## config.mk

```make
export PLATFORM = sky130hd
export DESIGN_NAME = vga_rect_fill
export DESIGN_NICKNAME = d
export VERILOG_FILES = /design/src/rtl/vga_pkg.sv /design/src/rtl/vga_fill_clip.sv /design/src/rtl/vga_rect_fill.sv
export SDC_FILE = /design/constraint.sdc
export NUM_CORES = 1
export LEC_CHECK = 0
export ABC_AREA = 0
export CORE_UTILIZATION = 60
export DETAILED_ROUTE_END_ITERATION = 8
export PLACE_DENSITY = 0.87
export SYNTH_ARGS = -nofsm -noshare
export SYNTH_HDL_FRONTEND = slang
export SYNTH_HIERARCHICAL = 1
export SYNTH_SLANG_ARGS = --single-unit
```

## constraint.sdc

```tcl
create_clock -name clk_i -period 12.9 [get_ports clk_i]
set_clock_uncertainty 0.05 [all_clocks]
set_input_delay 3.225 -clock clk_i [delete_from_list [all_inputs] [get_ports clk_i]]
set_output_delay 3.225 -clock clk_i [all_outputs]
set_load 0.02 [all_outputs]
```

## src/rtl/vga_pkg.sv

```systemverilog
// Shared VGA types: resolutions, fill-engine states, palette
// and active-area lookups.
package vga_pkg;

    typedef enum logic {
        VGA_RES_800_600   = 1'b0,
        VGA_RES_1280_1024 = 1'b1
    } vga_resolution_e;

    typedef enum logic [1:0] {
        IDLE = 2'd0,
        FILL = 2'd1,
        DONE = 2'd2
    } vga_fill_state_e;

    typedef enum logic [1:0] {
        BLACK = 2'd0,
        WHITE = 2'd1,
        BLUE  = 2'd2,
        GREEN = 2'd3
    } vga_color_e;

    localparam int ACTIVE_W = 12;

    function automatic logic [ACTIVE_W-1:0] vga_h_active(
        input vga_resolution_e res
    );
        return (res == VGA_RES_1280_1024) ? 12'd1280 : 12'd800;
    endfunction

    function automatic logic [ACTIVE_W-1:0] vga_v_active(
        input vga_resolution_e res
    );
        return (res == VGA_RES_1280_1024) ? 12'd1024 : 12'd600;
    endfunction

endpackage

```

## src/rtl/vga_fill_clip.sv

```systemverilog
// Clips a fill rectangle to the active area; one bit wider than the
// coordinates so x0+w never wraps.
module vga_fill_clip
    import vga_pkg::*;
#(
    parameter int ADDR_W = 11
) (
    input  logic [ADDR_W-1:0] x0,
    input  logic [ADDR_W-1:0] y0,
    input  logic [ADDR_W-1:0] w,
    input  logic [ADDR_W-1:0] h,
    input  vga_resolution_e   resolution,
    output logic [ADDR_W:0]   x_end,
    output logic [ADDR_W:0]   y_end,
    output logic              empty
);

    logic [ADDR_W:0] h_act;
    logic [ADDR_W:0] v_act;
    logic [ADDR_W:0] x_sum;
    logic [ADDR_W:0] y_sum;

    always_comb begin
        h_act = (ADDR_W+1)'(vga_h_active(resolution));
        v_act = (ADDR_W+1)'(vga_v_active(resolution));
        x_sum = {1'b0, x0} + {1'b0, w};
        y_sum = {1'b0, y0} + {1'b0, h};
        x_end = (x_sum < h_act) ? x_sum : h_act;
        y_end = (y_sum < v_act) ? y_sum : v_act;
        empty = (w == '0) || (h == '0) ||
                ({1'b0, x0} >= h_act) || ({1'b0, y0} >= v_act);
    end

endmodule

```

## src/rtl/vga_rect_fill.sv

```systemverilog
// Rectangle-fill drawing engine: one clipped pixel write per cycle,
// row-major, with write back-pressure and abort.
module vga_rect_fill
    import vga_pkg::*;
#(
    parameter int ADDR_W  = 11,
    parameter int COLOR_W = 2
) (
    input  logic               clk_i,
    input  logic               rst_i,
    input  vga_resolution_e    resolution_i,
    input  logic               cmd_valid_i,
    output logic               cmd_ready_o,
    input  logic [ADDR_W-1:0]  cmd_x0_i,
    input  logic [ADDR_W-1:0]  cmd_y0_i,
    input  logic [ADDR_W-1:0]  cmd_w_i,
    input  logic [ADDR_W-1:0]  cmd_h_i,
    input  logic [COLOR_W-1:0] cmd_color_i,
    input  logic               abort_i,
    output logic [ADDR_W-1:0]  addr_x_o,
    output logic [ADDR_W-1:0]  addr_y_o,
    output logic [COLOR_W-1:0] color_o,
    output logic               we_o,
    input  logic               wr_ready_i,
    output logic               busy_o,
    output logic               done_o
);

    localparam logic [ADDR_W-1:0] ONE = 1;

    vga_fill_state_e state;
    logic [ADDR_W-1:0] x0_q;
    logic [ADDR_W:0]   x_end_q;
    logic [ADDR_W:0]   y_end_q;
    logic [ADDR_W:0]   x_end;
    logic [ADDR_W:0]   y_end;
    logic              empty;
    logic              wr_fire;
    logic              x_wrap;
    logic              y_last;

    vga_fill_clip #(
        .ADDR_W(ADDR_W)
    ) u_clip (
        .x0        (cmd_x0_i),
        .y0        (cmd_y0_i),
        .w         (cmd_w_i),
        .h         (cmd_h_i),
        .resolution(resolution_i),
        .x_end     (x_end),
        .y_end     (y_end),
        .empty     (empty)
    );

    assign cmd_ready_o = (state == IDLE);
    assign busy_o      = (state != IDLE);
    assign wr_fire     = we_o && wr_ready_i;
    assign x_wrap      = ({1'b0, addr_x_o} + {1'b0, ONE}) == x_end_q;
    assign y_last      = ({1'b0, addr_y_o} + {1'b0, ONE}) == y_end_q;

    always_ff @(posedge clk_i) begin
        if (rst_i) begin
            state    <= IDLE;
            we_o     <= 1'b0;
            done_o   <= 1'b0;
            addr_x_o <= '0;
            addr_y_o <= '0;
            color_o  <= '0;
            x0_q     <= '0;
            x_end_q  <= '0;
            y_end_q  <= '0;
        end else begin
            done_o <= 1'b0;
            unique case (state)
                IDLE: begin
                    if (cmd_valid_i) begin
                        color_o <= cmd_color_i;
                        x0_q    <= cmd_x0_i;
                        x_end_q <= x_end;
                        y_end_q <= y_end;
                        if (empty) begin
                            state  <= DONE;
                            done_o <= 1'b1;
                        end else begin
                            state    <= FILL;
                            we_o     <= 1'b1;
                            addr_x_o <= cmd_x0_i;
                            addr_y_o <= cmd_y0_i;
                        end
                    end
                end
                FILL: begin
                    if (wr_fire) begin
                        if (x_wrap) begin
                            addr_x_o <= x0_q;
                            addr_y_o <= addr_y_o + ONE;
                        end else begin
                            addr_x_o <= addr_x_o + ONE;
                        end
                    end
                    // a write accepted alongside abort still counts
                    if (abort_i || (wr_fire && x_wrap && y_last)) begin
                        state  <= DONE;
                        we_o   <= 1'b0;
                        done_o <= 1'b1;
                    end
                end
                DONE: state <= IDLE;
                default: state <= IDLE;
            endcase
        end
    end

endmodule

```

* Yosys cells after proc, flatten, opt, wreduce, memory -nomap -nowiden *
Cells that the tools add are included.

storage, ports and cells
  register bits after elaboration = 63
  output and inout port bits = 28
  word-level logic and storage cells = 70
  input port bits = 52

operators by class
  magnitude comparators = 4
  equality and inequality tests = 8
  reductions and logical operators = 17
  multiplexer cells = 26
  add/sub/neg operators = 6

operators with widths
  kind                                                 number
  2-to-1 mux 11 bit                                    10
  one-hot mux 11 bit (2 select lines)                  2
  adder 11 x 1 -> 12 bit, second input constant        2
  adder 11 x 11 -> 12 bit                              2
  equality test 12 bit                                 2
  less-than comparator 12 bit                          2
  2-to-1 mux 12 bit                                    2
  adder 11 x 1 -> 11 bit, second input constant        2
  zero test 11 bit                                     2
  >= comparator 11 x 12 -> 1 bit                       1
  >= comparator 11 bit                                 1
  inequality test 2 bit, second input constant         5
  AND reduction 4 bit                                  2
  2-to-1 mux 1 bit                                     6
  2-to-1 mux 2 bit                                     3
  AND reduction 5 bit                                  1
  logical OR 1 bit                                     4
  one-hot mux 1 bit (2 select lines)                   2
  one-hot mux 2 bit (2 select lines)                   1
  AND reduction 2 bit                                  2
  nonzero test 2 bit                                   2
  logical AND 1 bit                                    3
  equality test 2 x 1 -> 1 bit, second input constant  1
  zero test 2 bit                                      1

* Depth between registers and ports, before layout *
Gate-level depths: netlist of the first run.

  depth in word-level cells = 7
  gate-level depth with buffers = 18
  depth with buffers taken out = 18

* By module *
The synthesis of the first run kept the hierarchy.

modules (own cells, without submodules)
  module         sequential area each (um2)  cells an instance  instances  area each (um2)
  vga_rect_fill  1,261.2                     469                1          3,588.4
  vga_fill_clip  0.0                         216                1          1,667.8

* Worst setup path before layout of the first run *
OpenSTA, ideal clock, no wires.

  path kind = input port to flip-flop
  start point = input cmd_y0_i[0]
  end point = register y_end_q[10]
  setup slack = 6,558 ps
  data required time = 12,718 ps
  stages on the path = 15
  arrival = 6,160 ps
  cells stage by stage = ha_1 > fa_1 > a211oi_2 > nor2_2 > a311oi_4 > a21oi_1 > xor2_1 > ha_1 > and2_1 > nand2_1 > a21o_1 > o21ai_4 > mux2_4 > nand2_1 > a21oi_1

between the ends
  word-level cells in the longest chain between the ends = 3

ends and longest elaborated chain
  element                      RTL line             text
  start, declared              vga_rect_fill.sv:15  input logic [ADDR_W-1:0] cmd_y0_i,
  adder 11 x 11 -> 12 bit *    vga_fill_clip.sv:27  y_sum = {1'b0, y0} + {1'b0, h};
  less-than comparator 12 bit  vga_fill_clip.sv:29  y_end = (y_sum < v_act) ? y_sum : v_act;
  2-to-1 mux 12 bit *          vga_fill_clip.sv:29
  named net y_end[10]          vga_rect_fill.sv:36  logic [ADDR_W:0] y_end;
  end signal, assigned         vga_rect_fill.sv:80  y_end_q <= y_end;
  end, declared                vga_rect_fill.sv:34  logic [ADDR_W:0] y_end_q;

The timed path passes the listed nets; every way through them passes the cells marked *.
A chain may end at the register's enable or synchronous reset.

* Worst setup path after layout of the first run *
  start point = input resolution_i
  end point = register addr_x_o[8]

between the ends
  word-level cells in the longest chain between the ends = 6
  elaborated cells on any way between the ends = 8
  those cells by class = order compare: 2; eq/ne: 1; mux: 2; reduce/logical: 3

ends and longest elaborated chain
  element                            RTL line             text
  start, declared                    vga_rect_fill.sv:11  input vga_resolution_e resolution_i,
  2-to-1 mux 11 bit                  vga_pkg.sv:28        return (res == VGA_RES_1280_1024) ? 12'd1280 : 12'd800;
  >= comparator 11 x 12 -> 1 bit     vga_fill_clip.sv:31  ({1'b0, x0} >= h_act) || ({1'b0, y0} >= v_act);
  logical OR 1 bit                   vga_fill_clip.sv:30  empty = (w == '0) || (h == '0) ||
  logical OR 1 bit *                 vga_fill_clip.sv:31
  named net empty                    vga_rect_fill.sv:37  logic empty;
  inequality test 2 bit (no line) *  --
  AND reduction 4 bit (no line) *    --
  end signal, assigned               vga_rect_fill.sv:87  addr_x_o <= cmd_x0_i;
  end signal, assigned               vga_rect_fill.sv:95  addr_x_o <= x0_q;
  end signal, assigned               vga_rect_fill.sv:98  addr_x_o <= addr_x_o + ONE;
  end, declared                      vga_rect_fill.sv:20  output logic [ADDR_W-1:0] addr_x_o,

Marks and branches as above.

==> results of run 1 <==
==> cell usage after synthesis, types with 6 or more instances <==
| cell type | count | area share, % |
|---|---|---|
| nor3b_1 | 6 | 0.86 |
| xor2_1 | 17 | 2.8 |
| nor4_1 | 6 | 0.71 |
| nand3_1 | 14 | 1.3 |
| nor2b_1 | 7 | 0.83 |
| inv_1 | 19 | 1.4 |
| nand2_1 | 131 | 9.4 |
| dfxtp_1 | 63 | 24 |
| and2_1 | 8 | 0.95 |
| nor3_1 | 8 | 0.76 |
| o211ai_1 | 6 | 0.86 |
| nand4_1 | 12 | 1.4 |
| o21ai_0 | 34 | 3.2 |
| a211oi_1 | 10 | 1.4 |
| a21oi_1 | 61 | 5.8 |
| nor2_1 | 47 | 3.4 |
| mux2i_1 | 11 | 2.1 |
| xnor2_1 | 27 | 4.5 |
| clkbuf_1 | 28 | 2.0 |
| ha_1 | 38 | 9.0 |
| a31oi_1 | 15 | 1.8 |
==> path summary, 6_finish.rpt <==
kind                start     endpoint  slack, ns
min reg2reg       x0_q[0]      x0_q[0]       0.40
min               x0_q[0]      x0_q[0]       0.40
max          resolution_i  addr_x_o[8]       5.58
max reg2reg   addr_y_o[0]     state[0]       9.99
==> power by group through the flow <==
stage	registers [mW]	logic (mW)	clock network, mW
5_1_grt	0.239	0.264	0.202
3_3_place_gp	0.239	0.229	0
6_report	0.237	0.242	0.194
3_5_place_dp	0.240	0.237	0
2_1_floorplan	0.238	0.165	0
4_1_cts	0.236	0.239	0.192
==> layer usage <==
metal | GRT usage (%) | part of all wire (%) | vias up
met4 | 11.7 | 1.9 | 0
met1 | 45.9 | 44 | 2544
met2 | 51.2 | 46 | 263
met3 | 3.99 | 8.4 | 42
li1 | - | - | 2573
met5 | 0 | 0 | -
==> per-stage QoR <==
stage	utilization, %	hold WS, ns
detailed placement	72.4	0.393
global placement	72.4	0.388
global route	75.0	0.422
CTS	75.0	0.403
finish	75.0	0.401
floorplan	-	0.382
==> kinds of logic (layout without fill, tap and decap cells) <==
group | count (synthesis) | after routing
simple gates | 280 | 280
compound gates | 176 | 176
flops | 63 | 63
buf+inv | 57 | 118
xor+xnor | 45 | 45
fa+ha+maj | 40 | 40
mux | 23 | 23
other cells | 1 | 2
==> state kept, by name, indices dropped and copies added, names as in the netlist <==
signal,cells
done_o,1
x0_q,11
y_end_q,12
addr_y_o,11
state,2
we_o,1
color_o,2
x_end_q,12
addr_x_o,11
==> area by class of cell <==
cell class	count	area share, %
multi-input combinational	566	60.0
clock inverter	7	1.54
inverter	19	1.14
clock buffer	9	1.98
tap	105	2.10
timing repair buffer	83	13.1
sequential	63	20.2
==> worst min-delay path: cells and delay by family (launching register included) <==
family | cells | cell delay, ns
DFF | 1 | 0.31
and+or+nand+nor | 1 | 0.05
AOI/OAI and AO/OA | 1 | 0.05
==> impl_metrics.py, run 1 <==
metrics = {
    "global_routing": {
        "grt-ovfl-total": 0,
        "grt_max_degree": 51,
        "grt_pass1_wl_mm": 23.1,
        "antenna_found_initial": 0,
        "first_global_vias": 4822,
        "grt_use_total_pct": 32.7,
    },
    "logic_synthesis": {
        "yosys.area_share.adder_pct": 9.81,
        "async_flop_share_pct": 0,
        "syn_area_per_cell_um2": 7.67,
        "synth-seq-cells": 63,
        "synth_top_family_by_area": "simple AND/OR/NAND/NOR gates",
        "ys_seq_area_share_pct": 24.0,
        "synth_edf_count": 0,
        "synth_compound_area_share_pct": 22.9,
        "synthMuxAreaShare_pct": 4.95,
        "synth-xor-area-share_pct": 7.76,
        "netlist-cell-type-count": 77,
        "synth_area_um2": 5260,
        "synth_top_flop_cell": "dfxtp_1",
        "ys_warn_count": 6,
        "netlist_instances": 685,
        "synthSimpleGateAreaFrac_pct": 25.9,
    },
    "layout": {
        "syn2layout_area_growth_pct": 19.1,
        "drive_gt1_share_pct": 6.96,
        "fill_cells": 666,
        "final_common_cell": "nand2_1",
        "post-route-cell-area_um2": 6260,
        "multiInputGateArea_um2": 3750,
        "regArea_um2": 1260,
        "final_cell_mix": "nand2_1 (131), clkdlybuf4s50_1 (79), dfxtp_1 (63), a21oi_1 (61), nor2_1 (47)",
        "antenna_cells": 0,
        "final_nets": 834,
        "stdcell_count": 852,
    },
    "timing": {
        "tns_ns": 0,
        "hold_viol": 0,
        "fmaxAchievable_mhz": 137,
        "setup_violations": 0,
        "worst_pin_slew_ns": 1.02,
        "slew_viol_final": 0,
        "fin_crit_sh_pct": 56.7,
        "finalWorstSetupSlack_ns": 5.58,
        "rsz0062_at_grt": "no",
        "relSlewSlack_pct": 31.9,
        "min_period_ns": 7.32,
    },
    "worst_setup_path": {
        "cpPeakStageDelay_ns": 0.89,
        "cp.arrival_ns": 7.53,
        "cp_max_fo": 20,
        "crit_cells": 13,
        "startpoint_type": "input pin",
        "required_ns": 13.11,
        "crit_buf_inv": 3,
        "critical_path.top_delay_family": "compound AO/OA/AOI/OAI gates",
        "reg2reg_depth": 7,
        "slowest_stage": "clkdlybuf4s50_1",
        "cp_cell_sequence": "clkdlybuf4s50_1 -> inv_1 -> ha_1 -> inv_1 -> o41ai_1 -> a211o_1 -> a2111oi_0 -> o2111ai_1 -> nor3b_1 -> a31oi_1 -> nor2_1 -> o21ai_0 -> a31oi_1",
        "critPathCaptureType": "flop",
        "worstSetupPathType": "input pin to flop",
    },
    "placed_design": {
        "placed_cell_area_um2": 6040,
        "gp_congestion": 0.924,
        "preCtsSetupSlack_ns": 5.29,
        "dp_hpwl_mm": 10.8,
        "portBuffers": 79,
        "dp_cells": 836,
    },
    "clocking": {
        "path_clk_slew_ns": 0.07,
        "cts_buffers": 9,
        "htreeDepth": 3,
        "clock_path_buffers": 2,
        "cts.sinks": 63,
        "cts_setup_buffers": 0,
        "clockRootBuffer": "clkbuf_8",
        "cts_tree": "built",
        "ctsHoldBuffers": 0,
        "cts-resized-gates": 0,
        "clk-insertion-delay-late_ns": 0.35,
    },
    "floorplanning": {
        "io_pins": 80,
        "die_w_um": 95.6,
        "die_h_um": 95.6,
        "initial_core_util_pct": 63.0,
        "dieArea_um2": 9140,
        "row_count": 33,
        "coreArea_um2": 8340,
    },
    "run": {
        "drv_cap": 0,
    },
    "drt": {
        "routed_wl_mm": 14.6,
        "drtIter0Drc": 364,
        "routed_via_density": 6.36,
        "post-route-drc-count": 0,
        "ant_nets": 0,
        "vias": 5422,
        "first_pass_iters": 5,
        "wl_per_cell_um": 17.1,
    },
    "power_and_ir_drop": {
        "switching_share_pct": 36.0,
        "power_density_nw_per_um2": 107,
        "pwr-share-clk_pct": 28.9,
        "combPwrFrac_pct": 35.9,
        "seqPwrFrac_pct": 35.2,
        "internal_power_mw": 0.430,
        "p_switching_mw": 0.242,
        "peakVddDrop_mv": 0.0609,
        "p_leak_nw": 2.40,
        "p_total_mw": 0.673,
    },
    "hold_path": {
        "worstHoldPathType": "flop to flop",
        "min_path_cells": 2,
    },
    "status": {
        "run_status": "finished, final reports clean",
    },
}
(Power assumes the default switching activity.)
==> inputs of run 2 (changes only) <==
--- a/config.mk
+++ b/config.mk
@@ -6,9 +6,9 @@
 export NUM_CORES = 1
 export LEC_CHECK = 0
 export ABC_AREA = 0
-export CORE_UTILIZATION = 60
+export CORE_UTILIZATION = 55
 export DETAILED_ROUTE_END_ITERATION = 8
-export PLACE_DENSITY = 0.87
+export PLACE_DENSITY = 0.81
 export SYNTH_ARGS = -nofsm -noshare
 export SYNTH_HDL_FRONTEND = slang
 export SYNTH_HIERARCHICAL = 1
==> constraint.sdc (replaced) <==
create_clock -name clk_i -period 7.3 [get_ports clk_i]
set_clock_uncertainty 0.05 [all_clocks]
set_input_delay 1.825 -clock clk_i [delete_from_list [all_inputs] [get_ports clk_i]]
set_output_delay 1.825 -clock clk_i [all_outputs]
set_load 0.02 [all_outputs]
==> run 2 against run 1 <==
  * First-iteration DRC count rose by 14%
  * Non-clock buffer count did not move
  * Final cell count rose by 2.8%
  * Critical endpoint is now addr_x_o[6]
  * Largest power group unchanged
==> impl_metrics.py, run 2 (synthesis results as in run 1) <==
metrics = {
    "placed_design": {
        "dp_cells": 860,
        "portBuffers": 79,
        "dp_hpwl_mm": 11.3,
        "gp_congestion": 0.902,
    },
    "worst_setup_path": {
        "cp_cell_sequence": "clkdlybuf4s50_1 -> buf_4 -> inv_1 -> ha_1 -> inv_1 -> o41ai_1 -> a211o_1 -> a2111oi_0 -> o2111ai_1 -> nor3b_1 -> a31oi_1 -> nor2_1 -> o21ai_0 -> a31oi_1",
        "r2r-start": "addr_y_o[0]",
        "r2r_end": "state[0]",
        "cpPeakStageDelay_ns": 0.88,
        "required_ns": 7.51,
        "critPathCapture": "addr_x_o[6]",
        "slowest_stage": "nor2_1",
        "startpoint_type": "input pin",
        "r2r_setup_slack_ns": 4.38,
        "cp.arrival_ns": 6.19,
        "worstSetupPathType": "input pin to flop",
        "reg2reg_depth": 7,
        "cp-startpoint": "resolution_i",
        "cp_max_fo": 20,
        "critPathCaptureType": "flop",
    },
    "clocking": {
        "cts_setup_buffers": 0,
        "clock_path_buffers": 2,
        "clk-insertion-delay-late_ns": 0.34,
        "clockRootBuffer": "clkbuf_8",
        "cts-resized-gates": 0,
        "cts_buffers": 9,
        "ctsHoldBuffers": 0,
        "htreeDepth": 3,
        "path_clk_slew_ns": 0.07,
        "cts.sinks": 63,
        "cts_tree": "built",
    },
    "global_routing": {
        "first_global_vias": 4819,
        "grt-ovfl-total": 0,
        "grt_use_total_pct": 30.4,
        "grt_pass1_wl_mm": 24.1,
        "grt_max_degree": 51,
        "antenna_found_initial": 0,
    },
    "drt": {
        "ant_nets": 0,
        "wl_per_cell_um": 17.2,
        "routed_wl_mm": 15.1,
        "vias": 5322,
        "post-route-drc-count": 0,
        "drtIter0Drc": 416,
        "first_pass_iters": 5,
        "routed_via_density": 6.08,
    },
    "layout": {
        "stdcell_count": 876,
        "final_common_cell": "nand2_1",
        "syn2layout_area_growth_pct": 19.8,
        "top_regs": "x_end_q (12), y_end_q (12)",
        "antenna_cells": 0,
        "final_nets": 834,
        "final_cell_mix": "nand2_1 (131), clkdlybuf4s50_1 (78), dfxtp_1 (63), a21oi_1 (61), nor2_1 (47)",
        "drive_gt1_share_pct": 7.10,
    },
    "timing": {
        "slew_viol_final": 0,
        "worst_pin_slew_ns": 1.13,
        "tns_ns": 0,
        "hold_viol": 0,
        "setup_violations": 0,
        "fin_crit_sh_pct": 81.9,
        "relSlewSlack_pct": 24.7,
        "fmaxAchievable_mhz": 167,
        "min_period_ns": 5.98,
        "rsz0062_at_grt": "no",
    },
    "floorplanning": {
        "dieArea_um2": 9950,
        "initial_core_util_pct": 56.9,
        "die_h_um": 99.8,
        "row_count": 35,
        "io_pins": 80,
        "die_w_um": 99.8,
        "coreArea_um2": 9240,
    },
    "hold_path": {
        "worstHoldPathType": "flop to flop",
    },
    "power_and_ir_drop": {
        "power_density_nw_per_um2": 190,
        "peakVddDrop_mv": 0.129,
        "p_leak_nw": 2.40,
    },
    "run": {
        "drv_cap": 0,
    },
    "status": {
        "run_status": "finished, final reports clean",
    },
}
==> run 2: area by class of cell <==
type                            instances  area (um2)
Multi-Input combinational cell        566        3750
Sequential cell                        63        1260
Clock buffer                           11         151
Clock inverter                          5        80.1
Fill cell                             813        2950
Inverter                               19        71.3
Tap cell                              129         161
Timing Repair Buffer                   83         816
==> run 2: metal layers <==
layer  global-route usage, %  vias to the layer above  share of wire, %
met1                    43.0                     2520                46
met4                    9.62                        0               1.3
met2                    48.1                      212                45
met3                    3.65                       18               7.0
li1                        -                     2572                 -
met5                       0                        -                 0
==> run 2: worst min path at each step <==
stage / startpoint / end / slack, ns / depth (start not counted)
6_report: x0_q[8] / x0_q[8] / 0.40 / 2
5_1_grt: x0_q[8] / x0_q[8] / 0.42 / 2
4_1_cts: x0_q[8] / x0_q[8] / 0.40 / 2
3_5_place_dp: x0_q[8] / x0_q[8] / 0.39 / 2
3_3_place_gp: x0_q[8] / x0_q[8] / 0.39 / 2
2_1_floorplan: x0_q[0] / x0_q[0] / 0.38 / 2
==> run 2: power by group <==
| part | internal, mW | leakage [nW] | switching [mW] |
|---|---|---|---|
| Sequential | 0.375 | 0.515 | 0.0454 |
| Clock | 0.210 | 0.112 | 0.141 |
| Combinational | 0.192 | 1.77 | 0.235 |
==> run 2: through the flow <==
| stage | setup slack (ns) | util (%) | instance area [um2] | total power [mW] | hold slack [ns] |
|---|---|---|---|---|---|
| floorplan | 2.36 | - | 5260 | 0.712 | 0.382 |
| global placement | 1.18 | 65.6 | 6060 | 0.835 | 0.389 |
| detailed placement | 1.14 | 65.6 | 6060 | 0.846 | 0.393 |
| CTS | 1.49 | 68.1 | 6290 | 1.20 | 0.403 |
| global route | 1.07 | 68.1 | 6290 | 1.26 | 0.416 |
| finish | 1.32 | 68.1 | 6290 | 1.20 | 0.404 |
==> run 2: worst max-delay path: cells and delay by family <==
family | cells | cell delay (ns)
AO/OA/AOI/OAI | 7 | 1.91
buffers and inverters | 4 | 0.96
adder cells (fa/ha/maj) | 1 | 0.33
AND/OR/NAND/NOR | 2 | 1.15
